<file path="src/rtl/nco_sweep_ctrl.sv">
// Stepped-frequency sweep sequencer driving the NCO control word.
// Single, sawtooth-repeat and triangle chirps with per-tone dwell.
module nco_sweep_ctrl #(
    parameter int FW = 32,
    parameter int DW = 16,
    parameter int CW = 16
) (
    input  logic          clk,
    input  logic          rst,
    input  logic          start,
    input  logic          abort,
    input  logic [FW-1:0] cfg_f_start,
    input  logic [FW-1:0] cfg_f_stop,
    input  logic [FW-1:0] cfg_f_step,
    input  logic [DW-1:0] cfg_dwell,
    input  logic [1:0]    cfg_mode,
    output logic [FW-1:0] ctrl,
    output logic          nco_rst,
    output logic          busy,
    output logic          done,
    output logic          cfg_err,
    output logic [CW-1:0] sweep_cnt
);

    typedef enum logic [1:0] {
        IDLE = 2'd0,
        UP   = 2'd1,
        DOWN = 2'd2
    } state_t;

    state_t        state;
    logic [FW-1:0] f_start;
    logic [FW-1:0] f_stop;
    logic [FW-1:0] f_step;
    logic [DW-1:0] dwell;
    logic [1:0]    mode;
    logic [DW-1:0] dwell_cnt;

    logic [FW:0] sum;
    logic [FW:0] diff;
    logic        up_ok;
    logic        dn_ok;

    // Extra MSB catches carry/borrow, which counts as out of range.
    assign sum   = {1'b0, ctrl} + {1'b0, f_step};
    assign diff  = {1'b0, ctrl} - {1'b0, f_step};
    assign up_ok = !sum[FW] && (sum[FW-1:0] <= f_stop);
    assign dn_ok = !diff[FW] && (diff[FW-1:0] >= f_start);

    always_ff @(posedge clk or negedge rst) begin
        if (!rst) begin
            state     <= IDLE;
            ctrl      <= '0;
            nco_rst   <= 1'b0;
            busy      <= 1'b0;
            done      <= 1'b0;
            cfg_err   <= 1'b0;
            sweep_cnt <= '0;
            dwell_cnt <= '0;
            f_start   <= '0;
            f_stop    <= '0;
            f_step    <= '0;
            dwell     <= '0;
            mode      <= '0;
        end else begin
            nco_rst <= 1'b0;
            done    <= 1'b0;
            unique case (state)
                IDLE: begin
                    if (start && !abort) begin
                        f_start <= cfg_f_start;
                        f_stop  <= cfg_f_stop;
                        f_step  <= cfg_f_step;
                        dwell   <= cfg_dwell;
                        mode    <= cfg_mode;
                        if (cfg_f_start > cfg_f_stop) begin
                            cfg_err <= 1'b1;
                            done    <= 1'b1;
                        end else begin
                            state     <= UP;
                            ctrl      <= cfg_f_start;
                            nco_rst   <= 1'b1;
                            busy      <= 1'b1;
                            cfg_err   <= 1'b0;
                            sweep_cnt <= '0;
                            dwell_cnt <= cfg_dwell;
                        end
                    end
                end
                UP, DOWN: begin
                    if (abort) begin
                        state <= IDLE;
                        ctrl  <= '0;
                        busy  <= 1'b0;
                    end else if (dwell_cnt != '0) begin
                        dwell_cnt <= dwell_cnt - 1'b1;
                    end else begin
                        dwell_cnt <= dwell;
                        if (state == UP) begin
                            if (up_ok) begin
                                ctrl <= sum[FW-1:0];
                            end else begin
                                case (mode)
                                    2'b01: begin
                                        ctrl      <= f_start;
                                        sweep_cnt <= sweep_cnt + 1'b1;
                                    end
                                    2'b10: begin
                                        state <= DOWN;
                                        if (dn_ok)
                                            ctrl <= diff[FW-1:0];
                                    end
                                    default: begin
                                        state <= IDLE;
                                        ctrl  <= '0;
                                        busy  <= 1'b0;
                                        done  <= 1'b1;
                                    end
                                endcase
                            end
                        end else begin
                            if (dn_ok) begin
                                ctrl <= diff[FW-1:0];
                                if (diff[FW-1:0] == f_start)
                                    sweep_cnt <= sweep_cnt + 1'b1;
                            end else begin
                                state <= UP;
                                if (up_ok)
                                    ctrl <= sum[FW-1:0];
                            end
                        end
                    end
                end
                default: state <= IDLE;
            endcase
        end
    end

endmodule

</file>
<file path="config.mk">
export PLATFORM = sky130hd
export DESIGN_NAME = nco_sweep_ctrl
export DESIGN_NICKNAME = d
export VERILOG_FILES = /design/src/rtl/nco_sweep_ctrl.sv
export SDC_FILE = /design/constraint.sdc
export NUM_CORES = 1
export LEC_CHECK = 0
export BUFFER_PORTS_ARGS = -buffer_cell sky130_fd_sc_hd__buf_2
export CAP_MARGIN = 40
export CORE_ASPECT_RATIO = 1.2
export CORE_MARGIN = 4
export CORE_UTILIZATION = 40
export CTS_CLUSTER_SIZE = 25
export DETAILED_ROUTE_END_ITERATION = 8
export PLACE_DENSITY_LB_ADDON = 0.2
export SLEW_MARGIN = 20
export SYNTH_ARGS = -nofsm -noshare
export SYNTH_HDL_FRONTEND = slang
export SYNTH_SLANG_ARGS = --single-unit
export TNS_END_PERCENT = 100
</file>
<file path="constraint.sdc">
create_clock -name clk -period 5.9 [get_ports clk]
set_input_delay 0.885 -clock clk [delete_from_list [all_inputs] [get_ports clk]]
set_output_delay 0.885 -clock clk [all_outputs]
set_load 0.01 [all_outputs]
</file>
Yosys cells after proc, flatten, opt, wreduce, memory -nomap -nowiden
Cells that the tools add are included.
{"block": "word_totals", "regBits": 184, "latch_bits": 0, "ram_bits": 0, "rom_bits": 0, "in_bits": 118, "output_inout_bits": 52, "elab_cells": 113, "memories": 0}
{"block": "op_classes", "add_sub_neg": 4, "n_mul": 0, "div": 0, "order_cmp": 3, "n_eq_ne": 22, "shift": 0, "muxes": 54, "n_bitwise": 0, "n_reduce_logical": 17}
{"operator": "32-bit 2-to-1 mux", "count": 9}
{"operator": "16-bit 2-to-1 mux", "count": 13}
{"operator": "32-bit one-hot mux with 2 select lines", "count": 2}
{"operator": "16-bit one-hot mux with 2 select lines", "count": 2}
{"operator": "32-bit by 32-bit adder with 33-bit output", "count": 1}
{"operator": "32-bit by 32-bit subtractor with 33-bit output", "count": 1}
{"operator": "32-bit equality test", "count": 1}
{"operator": "32-bit >= comparator", "count": 1}
{"operator": "32-bit greater-than comparator", "count": 1}
{"operator": "32-bit <= comparator", "count": 1}
{"operator": "3-bit inequality test, second input constant", "count": 7}
{"operator": "1-bit 2-to-1 mux", "count": 17}
{"operator": "16-bit by 1-bit adder with 16-bit output, second input constant", "count": 1}
{"operator": "16-bit nonzero test", "count": 1}
{"operator": "16-bit by 1-bit subtractor with 16-bit output, second input constant", "count": 1}
{"operator": "2-bit 2-to-1 mux", "count": 7}
{"operator": "4-bit inequality test, second input constant", "count": 3}
{"operator": "6-bit AND reduction", "count": 2}
{"operator": "5-bit inequality test, second input constant", "count": 2}
{"operator": "9-bit AND reduction", "count": 1}
{"operator": "2-bit inequality test, second input constant", "count": 4}
{"operator": "2-bit one-hot mux with 2 select lines", "count": 2}
{"operator": "7-bit AND reduction", "count": 1}
{"operator": "2-bit by 1-bit equality test with 1-bit output, second input constant", "count": 2}
{"operator": "10 further kinds", "count": 17}

Logic depth before layout (Yosys ltp)
Gate-level depths: netlist of the first run.
{"block": "depth", "ltp_word": 10, "depth_mapped": 24, "ltp_nobuf": 22}

Worst setup path before layout of the first run
Ideal clock, no wire load.
{"block": "synth_timing", "path_type": "reg2reg", "from": "register ctrl[6]", "to": "register ctrl[25]", "setup_time_ns": 0.130, "arrival_ns": 4.912, "required_time_ns": 5.770, "path_slack_ns": 0.858, "stages_incl_launch_ff": 24, "n_path_buf": 3, "period_less_slack_ns": 5.042, "path_cell_list": "dfrtp_1 ha_1 buf_4 nor2b_1 or4_1 o21ai_2 o221a_2 o21ai_2 a21o_1 or4b_1 nand4_1 ha_1 nand4_1 inv_1 a221oi_1 o211ai_1 o211ai_1 o211ai_1 o21bai_4 a311oi_2 buf_4 buf_4 mux2i_1 o41ai_2"}
{"block": "synth_via", "elab_chain_cells": 8, "word_cells_on_any_way": 20, "cone_classes": "add/sub: 2; order compare: 2; eq/ne: 2; mux: 9; reduce/logical: 5"}
{"element": "start: declaration", "line": "17", "rtl": "output logic [FW-1:0] ctrl,"}
{"element": "start signal: assignment", "line": "81", "rtl": "ctrl <= cfg_f_start;"}
{"element": "start signal: assignment", "line": "101", "rtl": "ctrl <= sum[FW-1:0];"}
{"element": "start signal: assignment", "line": "105", "rtl": "ctrl <= f_start;"}
{"element": "32-bit by 32-bit subtractor with 33-bit output / 32-bit by 32-bit adder with 33-bit output (equally long branches)", "line": "46, 45"}
{"element": "32-bit >= comparator, or another cell as far along", "line": "48", "rtl": "assign dn_ok = !diff[FW] && (diff[FW-1:0] >= f_start);"}
{"element": "1-bit logical AND, or another cell as far along", "line": "48"}
{"element": "32-bit 2-to-1 mux, on equally long branches", "line": "122, 100"}
{"element": "32-bit 2-to-1 mux", "line": "99", "rtl": "if (state == UP) begin"}
{"element": "32-bit 2-to-1 mux", "line": "95", "rtl": "end else if (dwell_cnt != '0) begin"}
{"element": "32-bit 2-to-1 mux", "line": "91", "rtl": "if (abort) begin"}
{"element": "32-bit one-hot mux with 2 select lines", "line": "68", "rtl": "unique case (state)"}
Several ways; a longest one is shown, not always the timed one. The select of a mux whose other input is x is not followed.
A chain may end at the register's enable or synchronous reset.

Final worst setup path of the first run
{"block": "layout_timing", "from": "register ctrl[0]", "to": "register ctrl[20]"}
Same word-level chain as after synthesis.

==> flow_metrics.tcl, run 1 <==
set metrics [dict create \
    max_cap_violations 0 \
    clockBufferDepth 2 \
    yosysWarningCount 0 \
    drtIter0Drc 1132 \
    routed_wl_um 51800 \
    synth_top_area_share_pct 30.2 \
    synth.avg_cell_area_sq_um 8.64 \
    fp-row-count 78 \
    syn_area_sq_mm 0.0153 \
    start_util_pct 40.4 \
    die_area_sq_mm 0.0414 \
    io_pins 170 \
    cp.arrival_ps 6150 \
    yosysTopAreaCell "dfrtp_1" \
    vias 14400 \
    synthToLayoutAreaGrowth_pct 21.6 \
    final_core_util_pct 49.1 \
    wl_per_cell_um 20.8 \
    overflow 0 \
    clk_latency_ps 480 \
    clock_skew_ps 19.9 \
    worstRegToRegCells 24 \
    drcViolationCount 0 \
    ys_types 92 \
    cts_buffers 17 \
    synth_most_common_cell "dfrtp_1" \
    netlist_instances 1766 \
    path_cells "inv_1, ha_1, inv_1, fa_1, a211oi_2, o211ai_2, nand3_2, a31oi_4, o21ai_0, xnor2_1, ha_1, nand4_1, nor4_4, nand2_1, a31oi_2, nor4_1, buf_4, a31o_4, buf_4, a311oi_4, buf_4, buf_4, mux2i_1, o31ai_1" \
    ant_nets 0 \
    ys_seq_area_share_pct 30.2 \
    grt_pass1_vias 14100 \
    fmax_mhz 173 \
    fin_area_sq_mm 0.0186 \
    cpMostUsedCell "buf_4" \
    tightest_slew_ps 886 \
    h-tree-depth 4 \
    syn_nets 2055 \
    r2r_setup_slack_ps 110 \
    die_x_um 186 \
    globalRouteTotalUtil_pct 24.3 \
    synth_area_leaders "dfrtp_1, ha_1, mux2_2" \
    die_h_um 222 \
    clkSinkCount 184 \
    crit_type "flop to flop" \
    startpoint_type "flop" \
    layout.cells.non_filler 2485 \
    placed_cells 2424 \
    firstDrtPassIters 6 \
    reg2reg_to "ctrl[20]" \
    hpwl_um 39700 \
    grt_max_degree 73 \
    r2r_start "ctrl[0]" \
    final_hold_viol_count 0 \
    numPortBuffers 169 \
    synth_edf_count 0 \
    grt_pass1_wl_um 80200 \
    crit_path_end_kind "flop" \
    outcome "finished clean" \
    setup_violations 0 \
    finalCritPeriodShare_pct 98.1 \
    maxSlewHeadroom_pct 40.9 \
    cts_tree "done" \
    drv_slew 0 \
    clk_pin_slew_ps 90 \
    worst_path_largest_cell_delay_ps 440 \
    crit_fanout 7 \
    crit_required_ps 6260 \
    cp_slowest_cell "fa_1" \
    hp-class "input port to async pin" \
    drive_gt1_share_pct 26.7 \
    finalSetupTns_ps 0 \
    place_area_sq_mm 0.0171 \
    gp_congestion 0.981 \
    timing.final.crit_period_ps 5790 \
    root_buffer "clkbuf_16" \
    yosys_register_bits 184 \
    n_fill_cell 3601 \
    antenna_found_initial 2 \
    ys.flop_type "dfrtp_1" \
    synth_common_cells "dfrtp_1, inv_1, ha_1" \
    vias_per_cell 5.80 \
    layout.nets 2279 \
    coreArea_sq_mm 0.0378 \
    async_flop_share_pct 100 \
]
==> critical path, delay by kind of cell (launching register included) <==
kind | cells | cell delay [ps]
buffers and inverters | 6 | 860
DFF | 1 | 420
and+or+nand+nor | 5 | 1000
xor gates and xnor gates | 1 | 220
muxes | 1 | 230
adders and majority gates | 3 | 1000
AOI/OAI and AO/OA | 8 | 1930
==> worst max path at each step <==
stage / start / endpoint / slack [ps]
floorplan: ctrl[6] / ctrl[25] / 860
global placement: ctrl[17] / ctrl[13] / -600
detailed placement: ctrl[17] / ctrl[13] / -610
CTS: ctrl[0] / ctrl[15] / 3
global route: ctrl[13] / ctrl[21] / -40
finish: ctrl[0] / ctrl[20] / 110
==> cells by family (layout without fill, tap and decap cells) <==
kind of cell | Yosys count | after routing | share of synthesized area [%]
AOI/OAI and AO/OA | 504 | 504 | 22.0
xor gates and xnor gates | 63 | 63 | 3.61
adders and majority gates | 171 | 171 | 14.1
buffers and inverters | 269 | 506 | 7.16
DFF | 184 | 184 | 30.2
muxes | 115 | 115 | 8.29
other | 0 | 2 | 0
and+or+nand+nor | 460 | 460 | 14.6
==> repair_timing <==
item	in CTS	in global routing
setup buffers	3	24
gates resized for setup	17	83
hold buffers	0	0
setup endpoints to repair	50	51
pin swaps	8	34
==> cells in the final DEF, fill, tap and decap left out, types with 9 or more instances in the layout <==
master,n
dfrtp_1,179
inv_1,174
buf_2,168
ha_1,153
a21oi_1,133
nand2_1,133
nor2_1,122
buf_4,114
o21ai_0,98
mux2_2,91
xnor2_1,46
nand3_1,30
nor3_1,29
nand4_1,29
o31ai_1,25
mux2i_1,24
o211ai_1,21
o21ai_1,21
a22oi_1,21
nand2b_1,18
nor2b_1,18
a21o_1,18
clkbuf_16,17
or4_1,16
a31oi_1,15
a211oi_1,15
o21bai_1,13
nor4_1,12
a221oi_1,12
and3_1,10
xor2_1,9
ha_2,9
==> final cells by class <==
class	instances	area [sq um]	share of cell area, %
inverter	180	676	3.64
antenna	2	5.00	0.0270
sequential	184	4610	24.8
timing repair buffer	294	1930	10.4
clock inverter	13	175	0.944
tap	480	601	3.24
clock buffer	19	433	2.33
multi-input combinational	1313	10100	54.6
==> state kept, by name, indices dropped and copies added (netlist names), 2 cells and up <==
register and flops:
ctrl 32, dwell 16, dwell_cnt 16, f_start 32
f_step 32, f_stop 32, mode 2, state 2
sweep_cnt 16
==> per-stage QoR <==
stage,setup WS [ps],hold WS (ps)
after floorplan,858,450
after global placement,-603,465
after detailed placement,-613,473
after CTS,2.95,328
after global routing,-40.5,341
final,111,337
==> layer usage <==
layer	vias up	track usage (%)	wire [um]
met4	0	7.04	1310
met5	-	0	0
met1	7038	32.3	22400
met2	486	41.2	25200
li1	6812	-	-
met3	78	3.64	2930
Power of run 1 is not shown: default switching activity piles up to over one toggle a cycle in this logic, so the estimate is an artifact.
==> run 2: changes to the inputs <==
--- a/config.mk
+++ b/config.mk
@@ -10,9 +10,11 @@
 export CORE_ASPECT_RATIO = 1.2
 export CORE_MARGIN = 4
 export CORE_UTILIZATION = 40
+export CTS_BUF_LIST = sky130_fd_sc_hd__clkbuf_4
 export CTS_CLUSTER_SIZE = 25
 export DETAILED_ROUTE_END_ITERATION = 8
 export PLACE_DENSITY_LB_ADDON = 0.2
+export REMOVE_ABC_BUFFERS = 1
 export SLEW_MARGIN = 20
 export SYNTH_ARGS = -nofsm -noshare
 export SYNTH_HDL_FRONTEND = slang
==> flow_metrics.tcl, run 2 (same netlist as run 1, synthesis figures left out) <==
set metrics [dict create \
    antenna_found_initial 3 \
    drcViolationCount 0 \
    crit_type "flop to flop" \
    crit_path_end_kind "flop" \
    layout.cells.most_common "dfrtp_1" \
    die_h_um 222 \
    wl_met1_um 21800 \
    seqCellArea_sq_mm 0.00460 \
    overflow 0 \
    drtIter0Drc 1278 \
    wl_per_cell_um 20.9 \
    clk_latency_ps 700 \
    path_cells "ha_2, nor2b_1, a211oi_2, o221ai_2, a221oi_4, o21ai_4, buf_4, a21o_1, or4b_1, nand4_1, ha_4, nand4_1, inv_1, a221oi_4, o211ai_1, o211ai_1, o211ai_1, o21ba_2, buf_4, nor3_1, a2111oi_0, buf_4, o31ai_1" \
    tightest_slew_ps 880 \
    crit_fanout 5 \
    clkSinkCount 184 \
    gp_congestion 0.957 \
    hp-class "input port to async pin" \
    globalRouteTotalUtil_pct 24.2 \
    fmax_mhz 173 \
    finalCritPeriodShare_pct 97.7 \
    clock_skew_ps 25.2 \
    drv_slew 0 \
    multi_input_area_sq_mm 0.00992 \
    worst_path_largest_cell_delay_ps 580 \
    ctsHoldBuffers 0 \
    maxSlewHeadroom_pct 41.4 \
    max_cap_violations 0 \
    final_hold_viol_count 0 \
    grt_pass1_wl_um 79500 \
    io_pins 170 \
    layout.cells.non_filler 2466 \
    grt_pass1_vias 14000 \
    outcome "finished clean" \
    h-tree-depth 4 \
    n_fill_cell 3670 \
    vias_per_cell 5.78 \
    firstDrtPassIters 8 \
    placed_cells 2418 \
    cp.arrival_ps 6350 \
    fp-row-count 78 \
    startpoint_type "flop" \
    vias 14300 \
    clockBufferDepth 2 \
    ant_nets 0 \
    root_buffer "clkbuf_4" \
    cp_slowest_cell "a2111oi_0" \
    die_x_um 186 \
    grt_max_degree 107 \
    setup_violations 0 \
    layout_common_cells "dfrtp_1, inv_1, buf_2, ha_1, a21oi_1" \
    synthToLayoutAreaGrowth_pct 17.0 \
    cts_tree "done" \
    routed-wl-met3_um 3150 \
    layout.nets 2261 \
    coreArea_sq_mm 0.0378 \
    wl_met2_um 24500 \
    hpwl_um 39400 \
    start_util_pct 40.4 \
    timing.final.crit_period_ps 5770 \
    clk_pin_slew_ps 170 \
    dr.max_layer_used "met5" \
    numPortBuffers 169 \
    routed_wl_um 51500 \
    die_area_sq_mm 0.0414 \
    cts_buffers 17 \
    drive_gt1_share_pct 24.4 \
    crit_required_ps 6490 \
]
-- run 2: cell types whose count changed in the layout (fill, tap and decap cells not counted), moves of 4 or more --
cell	previous run	this run
dfrtp_2	5	0
ha_1	153	160
buf_4	114	96
nor2_2	4	0
dfrtp_1	179	184
clkbuf_4	0	19
ha_4	7	3
clkbuf_16	17	0
-- run 2: worst paths after layout --
path                            cells after the start      startpoint  slack (ps)          to
worst max-delay path                               23        ctrl[17]         130    ctrl[13]
worst min-delay path                                1             rst         190  f_step[25]
worst max register to register                     23        ctrl[17]         130    ctrl[13]
worst min register to register                      2      f_stop[12]         500  f_stop[12]
max in group asynchronous                           2             rst        4650   f_step[5]
min in group clk                                    2  cfg_f_step[24]         400  f_step[24]
-- run 2: layout make-up --
type / instances / share of cell area (%)
multi-input combinational: 1313 / 55.5
sequential: 184 / 25.8
clock inverter: 12 / 0.812
inverter: 180 / 3.78
antenna: 2 / 0.0280
timing repair buffer: 276 / 9.93
clock buffer: 19 / 0.798
tap: 480 / 3.36
-- run 2: metal layers --
metal / up-vias / GRT usage (%)
li1: 6765 / -
met1: 6827 / 31.1
met2: 553 / 40.5
met3: 113 / 4.39
met4: 2 / 9.88
met5: - / 0
-- run 2: through the flow --
stage               setup WS [ps]  utilization (%)  setup TNS (ps)  hold WS (ps)  cell area (sq um)
finish                        135             47.3               0           191              17900
CTS                          6.82             46.3               0           178              17500
detailed placement           -546             45.3          -13380           471              17100
floorplan                    -279                -           -2200           450              14800
global placement             -470             45.2           -8760           463              17100
global route                 -101             47.3            -874           216              17900
-- run 2: critical path, delay by kind of cell (launching register included) --
family	cells	cell delay, ps
adder cells (fa/ha/maj)	2	650
AO/OA/AOI/OAI	12	3010
buffers and inverters	4	630
flip-flops	1	450
AND/OR/NAND/NOR	5	910
-- run 2: repair_timing --
| item | in CTS | in global routing |
|---|---|---|
| pin swaps | 5 | 15 |
| buffers inserted | 7 | 8 |
| resized for setup | 7 | 49 |
| endpoints found under the setup margin | 50 | 50 |
| hold endpoints to repair | 0 | 0 |
Power of run 2 is left out for the same reason.
